[src/rtl/irrigacao_pkg.sv]
// Shared types, 7-segment glyphs and decode helpers for the multi-zone irrigation controller.
package irrigacao_pkg;

    typedef enum logic [1:0] {Z_IDLE, Z_DRIP, Z_SPRAY, Z_COOL} zone_state_t;
    typedef enum logic [2:0] {LV_EMPTY, LV_LOW, LV_MID, LV_HIGH, LV_FAULT} level_t;

    // Segment order is a..g on bits 6..0, active-high.
    localparam logic [6:0] SEG_H = 7'b0110111;
    localparam logic [6:0] SEG_M = 7'b1110110;
    localparam logic [6:0] SEG_L = 7'b0001110;
    localparam logic [6:0] SEG_E = 7'b1001111;
    localparam logic [6:0] SEG_F = 7'b1000111;
    localparam logic [6:0] SEG_0 = 7'b1111110;
    localparam logic [6:0] SEG_D = 7'b0111101;
    localparam logic [6:0] SEG_S = 7'b1011011;
    localparam logic [6:0] SEG_C = 7'b1001110;

    function automatic level_t decode_level(input logic a, input logic m, input logic b);
        if ((a && !m) || (m && !b) || (a && !b)) return LV_FAULT;
        else if (!b)                             return LV_EMPTY;
        else if (a)                              return LV_HIGH;
        else if (m)                              return LV_MID;
        else                                     return LV_LOW;
    endfunction

    function automatic logic [6:0] level_seg(input level_t lv);
        case (lv)
            LV_HIGH:  return SEG_H;
            LV_MID:   return SEG_M;
            LV_LOW:   return SEG_L;
            LV_EMPTY: return SEG_E;
            default:  return SEG_F;
        endcase
    endfunction

    function automatic logic [6:0] mode_seg(input zone_state_t st);
        case (st)
            Z_DRIP:  return SEG_D;
            Z_SPRAY: return SEG_S;
            Z_COOL:  return SEG_C;
            default: return SEG_0;
        endcase
    endfunction

endpackage

[src/rtl/filtro_debounce.sv]
// Two-flop synchroniser followed by a stability counter; dout follows din only after
// DEB_CYCLES consecutive equal synchronised samples.
module filtro_debounce #(
    parameter int DEB_CYCLES = 4
) (
    input  logic clk,
    input  logic rst,
    input  logic din,
    output logic dout
);
    localparam int DW = (DEB_CYCLES > 1) ? $clog2(DEB_CYCLES) : 1;

    logic          sync1_reg, sync2_reg, dout_reg;
    logic [DW-1:0] cnt_reg;

    always_ff @(posedge clk) begin
        if (rst) begin
            sync1_reg <= 1'b0;
            sync2_reg <= 1'b0;
            dout_reg  <= 1'b0;
            cnt_reg   <= '0;
        end else begin
            sync1_reg <= din;
            sync2_reg <= sync1_reg;
            // A binary input differing from dout on consecutive samples means a stable new value.
            if (sync2_reg != dout_reg) begin
                if (cnt_reg == DW'(DEB_CYCLES - 1)) begin
                    dout_reg <= sync2_reg;
                    cnt_reg  <= '0;
                end else begin
                    cnt_reg <= cnt_reg + 1'b1;
                end
            end else begin
                cnt_reg <= '0;
            end
        end
    end

    assign dout = dout_reg;
endmodule

[src/rtl/irrigacao_zonas_ctrl.sv]
// Multi-zone irrigation controller: debounced tank/climate sensors, alarm latch, fill valve,
// per-zone drip/spray FSMs with single-sprinkler arbitration, 2-digit display. Option: BUZZ_PULSE_EN.
module irrigacao_zonas_ctrl
    import irrigacao_pkg::*;
#(
    parameter int N_ZONES     = 2,
    parameter int DEB_CYCLES  = 4,
    parameter int DRIP_MAX    = 1000,
    parameter int SPRAY_MAX   = 500,
    parameter int COOL_CYCLES = 200,
    parameter int SCAN_DIV    = 64,
    parameter int BUZZ_DIV    = 256,
    localparam int ZW = (N_ZONES > 1) ? $clog2(N_ZONES) : 1
) (
    input  logic               clk,
    input  logic               rst,
    input  logic               lvl_a,
    input  logic               lvl_m,
    input  logic               lvl_b,
    input  logic [N_ZONES-1:0] soil_dry,
    input  logic               air_dry,
    input  logic               temp_high,
    input  logic               alarm_ack,
    input  logic [ZW-1:0]      disp_zone,
    output logic               alarm,
    output logic               valve,
    output logic [N_ZONES-1:0] drip,
    output logic [N_ZONES-1:0] spray,
    output logic [6:0]         seg,
    output logic [1:0]         dig_en,
    output logic               buzz
);
    localparam int CNT_TOP = (DRIP_MAX > SPRAY_MAX)
                           ? ((DRIP_MAX > COOL_CYCLES) ? DRIP_MAX : COOL_CYCLES)
                           : ((SPRAY_MAX > COOL_CYCLES) ? SPRAY_MAX : COOL_CYCLES);
    localparam int CW = $clog2(CNT_TOP + 1);
    localparam int SW = (SCAN_DIV > 1) ? $clog2(SCAN_DIV) : 1;

    logic               a_dbn, m_dbn, b_dbn, air_dbn, temp_dbn;
    logic [N_ZONES-1:0] soil_dbn;

    filtro_debounce #(.DEB_CYCLES(DEB_CYCLES)) u_deb_a    (.clk(clk), .rst(rst), .din(lvl_a),     .dout(a_dbn));
    filtro_debounce #(.DEB_CYCLES(DEB_CYCLES)) u_deb_m    (.clk(clk), .rst(rst), .din(lvl_m),     .dout(m_dbn));
    filtro_debounce #(.DEB_CYCLES(DEB_CYCLES)) u_deb_b    (.clk(clk), .rst(rst), .din(lvl_b),     .dout(b_dbn));
    filtro_debounce #(.DEB_CYCLES(DEB_CYCLES)) u_deb_air  (.clk(clk), .rst(rst), .din(air_dry),   .dout(air_dbn));
    filtro_debounce #(.DEB_CYCLES(DEB_CYCLES)) u_deb_temp (.clk(clk), .rst(rst), .din(temp_high), .dout(temp_dbn));

    level_t level;
    logic   fault, alarm_cond, alarm_next, alarm_block;
    logic   alarm_reg, valve_reg;

    assign level       = decode_level(a_dbn, m_dbn, b_dbn);
    assign fault       = (level == LV_FAULT);
    assign alarm_cond  = fault || (level == LV_EMPTY);
    assign alarm_next  = alarm_cond || (alarm_reg && !alarm_ack);
    // Zones see the condition itself too, so none can start on the edge the alarm sets.
    assign alarm_block = alarm_reg || alarm_cond;

    always_ff @(posedge clk) begin
        if (rst) begin
            alarm_reg <= 1'b0;
            valve_reg <= 1'b0;
        end else begin
            alarm_reg <= alarm_next;
            if (fault || a_dbn) valve_reg <= 1'b0;
            else if (!m_dbn)    valve_reg <= 1'b1;
        end
    end

    zone_state_t        state_reg [N_ZONES];
    logic [CW-1:0]      cnt_reg   [N_ZONES];
    logic [N_ZONES-1:0] req, grant;

    // Lowest-index requester wins, and only while no zone is already spraying.
    always_comb begin
        logic taken;
        taken = 1'b0;
        grant = '0;
        for (int i = 0; i < N_ZONES; i++) begin
            if (state_reg[i] == Z_SPRAY) taken = 1'b1;
        end
        for (int i = 0; i < N_ZONES; i++) begin
            if (req[i] && !taken) begin
                grant[i] = 1'b1;
                taken    = 1'b1;
            end
        end
    end

    genvar gi;
    generate
        for (gi = 0; gi < N_ZONES; gi++) begin : g_zone
            filtro_debounce #(.DEB_CYCLES(DEB_CYCLES)) u_deb_soil (
                .clk(clk), .rst(rst), .din(soil_dry[gi]), .dout(soil_dbn[gi]));

            assign req[gi] = soil_dbn[gi] &&
                             (((state_reg[gi] == Z_IDLE) && air_dbn && temp_dbn) ||
                              ((state_reg[gi] == Z_DRIP) && (cnt_reg[gi] == CW'(DRIP_MAX))));

            // cnt_reg counts cycles spent in the current state, starting at 1 on entry.
            always_ff @(posedge clk) begin
                if (rst || alarm_block) begin
                    state_reg[gi] <= Z_IDLE;
                    cnt_reg[gi]   <= '0;
                end else begin
                    case (state_reg[gi])
                        Z_IDLE: if (soil_dbn[gi]) begin
                            state_reg[gi] <= grant[gi] ? Z_SPRAY : Z_DRIP;
                            cnt_reg[gi]   <= CW'(1);
                        end
                        Z_DRIP: if (!soil_dbn[gi]) begin
                            state_reg[gi] <= Z_COOL;
                            cnt_reg[gi]   <= CW'(1);
                        end else if (grant[gi]) begin
                            state_reg[gi] <= Z_SPRAY;
                            cnt_reg[gi]   <= CW'(1);
                        end else if (cnt_reg[gi] != CW'(DRIP_MAX)) begin
                            cnt_reg[gi] <= cnt_reg[gi] + 1'b1;
                        end
                        Z_SPRAY: if (!soil_dbn[gi] || cnt_reg[gi] == CW'(SPRAY_MAX)) begin
                            state_reg[gi] <= Z_COOL;
                            cnt_reg[gi]   <= CW'(1);
                        end else begin
                            cnt_reg[gi] <= cnt_reg[gi] + 1'b1;
                        end
                        default: if (cnt_reg[gi] == CW'(COOL_CYCLES)) begin
                            state_reg[gi] <= Z_IDLE;
                            cnt_reg[gi]   <= '0;
                        end else begin
                            cnt_reg[gi] <= cnt_reg[gi] + 1'b1;
                        end
                    endcase
                end
            end

            assign drip[gi]  = (state_reg[gi] == Z_DRIP);
            assign spray[gi] = (state_reg[gi] == Z_SPRAY);
        end
    endgenerate

    logic [SW-1:0] scan_cnt_reg;
    logic [1:0]    dig_en_reg, dig_en_next;
    logic [6:0]    seg_reg, seg_next;
    logic [ZW-1:0] disp_sel;

    assign disp_sel = (int'(disp_zone) >= N_ZONES) ? '0 : disp_zone;

    always_comb begin
        dig_en_next = dig_en_reg;
        if (scan_cnt_reg == SW'(SCAN_DIV - 1)) dig_en_next = {dig_en_reg[0], dig_en_reg[1]};
        seg_next = dig_en_next[0] ? level_seg(level) : mode_seg(state_reg[disp_sel]);
    end

    always_ff @(posedge clk) begin
        if (rst) begin
            scan_cnt_reg <= '0;
            dig_en_reg   <= 2'b01;
            seg_reg      <= '0;
        end else begin
            scan_cnt_reg <= (scan_cnt_reg == SW'(SCAN_DIV - 1)) ? '0 : scan_cnt_reg + 1'b1;
            dig_en_reg   <= dig_en_next;
            seg_reg      <= seg_next;
        end
    end

`ifdef BUZZ_PULSE_EN
    localparam int BW = $clog2(BUZZ_DIV + 1);
    logic [BW-1:0] buzz_cnt_reg;
    logic          buzz_reg;

    always_ff @(posedge clk) begin
        if (rst || !alarm_next) begin
            buzz_reg     <= 1'b0;
            buzz_cnt_reg <= '0;
        end else if (!alarm_reg) begin
            buzz_reg     <= 1'b1;
            buzz_cnt_reg <= BW'(1);
        end else if (buzz_cnt_reg == BW'(BUZZ_DIV)) begin
            buzz_reg     <= !buzz_reg;
            buzz_cnt_reg <= BW'(1);
        end else begin
            buzz_cnt_reg <= buzz_cnt_reg + 1'b1;
        end
    end
    assign buzz = buzz_reg;
`else
    assign buzz = alarm_reg;
`endif

    assign alarm  = alarm_reg;
    assign valve  = valve_reg;
    assign seg    = seg_reg;
    assign dig_en = dig_en_reg;
endmodule

[config.mk]
export PLATFORM = sky130hd
export DESIGN_NAME = irrigacao_zonas_ctrl
export DESIGN_NICKNAME = d
export VERILOG_FILES = /design/src/rtl/irrigacao_pkg.sv /design/src/rtl/filtro_debounce.sv /design/src/rtl/irrigacao_zonas_ctrl.sv
export SDC_FILE = /design/constraint.sdc
export NUM_CORES = 1
export LEC_CHECK = 0
export BUFFER_PORTS_ARGS = -buffer_cell sky130_fd_sc_hd__buf_2
export CAP_MARGIN = 20
export CORE_ASPECT_RATIO = 0.6
export CORE_MARGIN = 2
export CORE_UTILIZATION = 35
export DETAILED_ROUTE_END_ITERATION = 10
export GPL_ROUTABILITY_DRIVEN = 0
export GPL_TIMING_DRIVEN = 1
export PLACE_DENSITY = 0.6
export REMOVE_ABC_BUFFERS = 1
export SYNTH_ARGS = -nofsm -noshare
export SYNTH_HDL_FRONTEND = slang
export SYNTH_HIERARCHICAL = 1
export SYNTH_SLANG_ARGS = --single-unit
[constraint.sdc]
create_clock -name clk -period 4 [get_ports clk]
set_input_delay 0 -clock clk [delete_from_list [all_inputs] [get_ports clk]]
set_output_delay 0 -clock clk [all_outputs]
set_load 0.01 [all_outputs]
==> reports/metrics.cfg <==
[routing]
first_pass_iters=4
drt.antenna.violating_nets=0
viasPerCell=4.838
remaining_drc_errors=0
wire_per_inst_um=12.47
routed_wl_um=6373
num_vias=2472
drtIter0Drc=132

[timing]
fin_crit_ns=2.642
worst_slew_pin_slew_ns=0.7473
setup_slack_ns=1.358
hold_viol=0
post-route-period-util=0.6605
finClkSkew_ns=0.006783
slew_headroom=0.4876
setup_viol=0
finalMaxSlewViolations=0
fin_setup_tns_ns=0
rsz0062_at_grt=no
max_freq_mhz=378.5

[clock_network]
clock-root-buffer=clkbuf_16
cts_max_level=3
cts_buffer_depth=2
ctsHoldBuffers=8
cts_setup_buffers=0
cts.sinks=76
clk_latency_ns=0.33
ctsResizeCount=0
cts_buffers=9
cts_tree=built
clk_pin_slew_worst_paths_ns=0.06

[final_layout]
n_fill_cell=934
fin_nets=398
syn_to_final_growth_pct=17.52
drive_above_1_share=0.1436
stdcell_count=511
largest_reg_flops=20
num_antenna_cells=0

[grt]
grt_max_degree=49
first_global_vias=2240
grt.total_usage=0.1292
grt_pass1_wl_um=10780
grt_overflow=0
grt_antenna_before_repair=0

[power]
irDropWorstVdd_mv=0.2494
powerDensity_nw_per_um2=386.6
total_power_uw=1583
p_leak_uw=0.001527

[synth]
yosysWarnings=6
synth_top_area_share=0.2987
synth_seq_area_share=0.5056
ys_ff_latch=76
ys_types=48
synth-edff-count=24
synth.avg_cell_area_um2=10.40
syn_area_um2=3485
ys_top_cells_by_area=dfxtp_1 (30%), edfxtp_1 (21%), ha_1 (5.4%)
ys_async_sr_fraction=0
synth_top_area_cell=dfxtp_1
postSynthCellCount=335
synth_ff_type=dfxtp_1

[placed_design]
dp.cells=488
dp_slack_ns=1.331
hpwlAfterDp_um=4517
port-buffer-count=26

[floorplan]
dieHeight_um=81.29
fp.dieArea_um2=10800
rows=28
ios=27
core-area_um2=9774
die_w_um=132.8
start_util=0.3565

[worst_setup_path]
end_kind=flip-flop
crit_type=flip-flop to flip-flop
worstPathArrival_ns=2.60
cp_cell_sequence=inv_1 > ha_1 > nand4bb_1 > or3_1 > o21a_1 > or3_4 > o2111ai_2
cp_max_fo=10
required_ns=3.96
max_stage_delay_ns=0.54
start_kind=flip-flop
critPathSlowestCell=o2111ai_2

[run]
cap_violations=0

[run_status]
outcome=complete, no violations

[worst_hold_path]
min_path_type=input pin to flip-flop

-- path summary, 6_finish.rpt --
path,cells past startpoint,slack (ns),to,startpoint
min,4,0.06,seg[5]$_SDFF_PP0_,disp_zone
max,7,1.36,cnt_reg[1][2]$_SDFFCE_PN0P_,cnt_reg[1][0]$_SDFFCE_PN0P_
max reg2reg,7,1.36,cnt_reg[1][2]$_SDFFCE_PN0P_,cnt_reg[1][0]$_SDFFCE_PN0P_
min reg2reg,1,0.43,g_zone[1].u_deb_soil/cnt_reg[0]$_SDFF_PP0_,g_zone[1].u_deb_soil/cnt_reg[0]$_SDFF_PP0_
-- synthesized netlist by cell type, types with 3 or more instances --
cell type / n
nand2b_1: 7
mux2i_1: 10
o31a_1: 3
dfxtp_1: 52
xnor2_1: 17
o21a_1: 3
nor4b_2: 7
a211oi_1: 3
nand2_1: 16
a31oi_1: 4
buf_2: 5
nor3_1: 3
nand4_1: 8
a21oi_1: 8
edfxtp_1: 24
clkbuf_1: 3
ha_1: 15
nor2b_1: 16
nor4_1: 7
nand3_1: 15
o21ai_0: 5
xor2_1: 12
nor2_1: 47
inv_1: 17
and3_1: 4
-- area by class of cell --
cell class / instances / area (um^2) / share of cell area
Clock buffer: 11 / 242.7 / 0.05927
Clock inverter: 4 / 25.02 / 0.006111
Inverter: 17 / 63.81 / 0.01558
Multi-Input combinational cell: 233 / 1615 / 0.3944
Sequential cell: 76 / 1762 / 0.4302
Tap cell: 135 / 168.9 / 0.04125
Timing Repair Buffer: 35 / 217.7 / 0.05316
-- routing by layer --
layer  share of wire  wire length (um)  track usage
met3           0.051               324      0.04182
met1            0.52              3345       0.1775
met2            0.42              2647       0.1865
met5               0                 0            0
met4          0.0086                55      0.05484
-- critical path: cells and delay by family, from the launching register on --
kind	cells	cell delay, ns
buffers and inverters	1	0.09
and+or+nand+nor	3	0.84
adders and majority gates	1	0.16
AOI/OAI and AO/OA	2	0.76
DFF	1	0.42
-- cells by family after synthesis --
kind of cell | synth area share
xor gates and xnor gates | 0.07289
DFF | 0.5056
adders and majority gates | 0.05386
buffers and inverters | 0.03088
muxes | 0.03196
and+or+nand+nor | 0.2330
AOI/OAI and AO/OA | 0.07181
-- placed cells by master, fill, tap and decap left out, types with 9 or more instances in the layout --
cell type,netlist,routed
dfxtp_1,52,52
nor2_1,47,47
buf_2,5,26
edfxtp_1,24,24
inv_1,17,17
xnor2_1,17,17
nand2_1,16,16
nor2b_1,16,16
nand3_1,15,15
ha_1,15,15
xor2_1,12,12
mux2i_1,10,10
clkbuf_16,0,9
-- report_power, final --
part           internal, uW  total [uW]  switching [uW]
sequential              806         813            7.22
clock                   432         725             293
combinational          23.4        45.4            21.9
total                  1260        1580             322
-- through the flow --
| stage | hold WS (ns) | util | instance area [um^2] |
|---|---|---|---|
| after floorplan | 0.06907 | - | 3441 |
| final | 0.05878 | 0.4190 | 4095 |
| after detailed placement | 0.2152 | 0.3834 | 3747 |
| after global placement | 0.2087 | 0.3834 | 3747 |
| after CTS | 0.05570 | 0.4190 | 4095 |
| after global routing | 0.1298 | 0.4190 | 4095 |
Note: power is estimated with default switching activity, not from simulation.
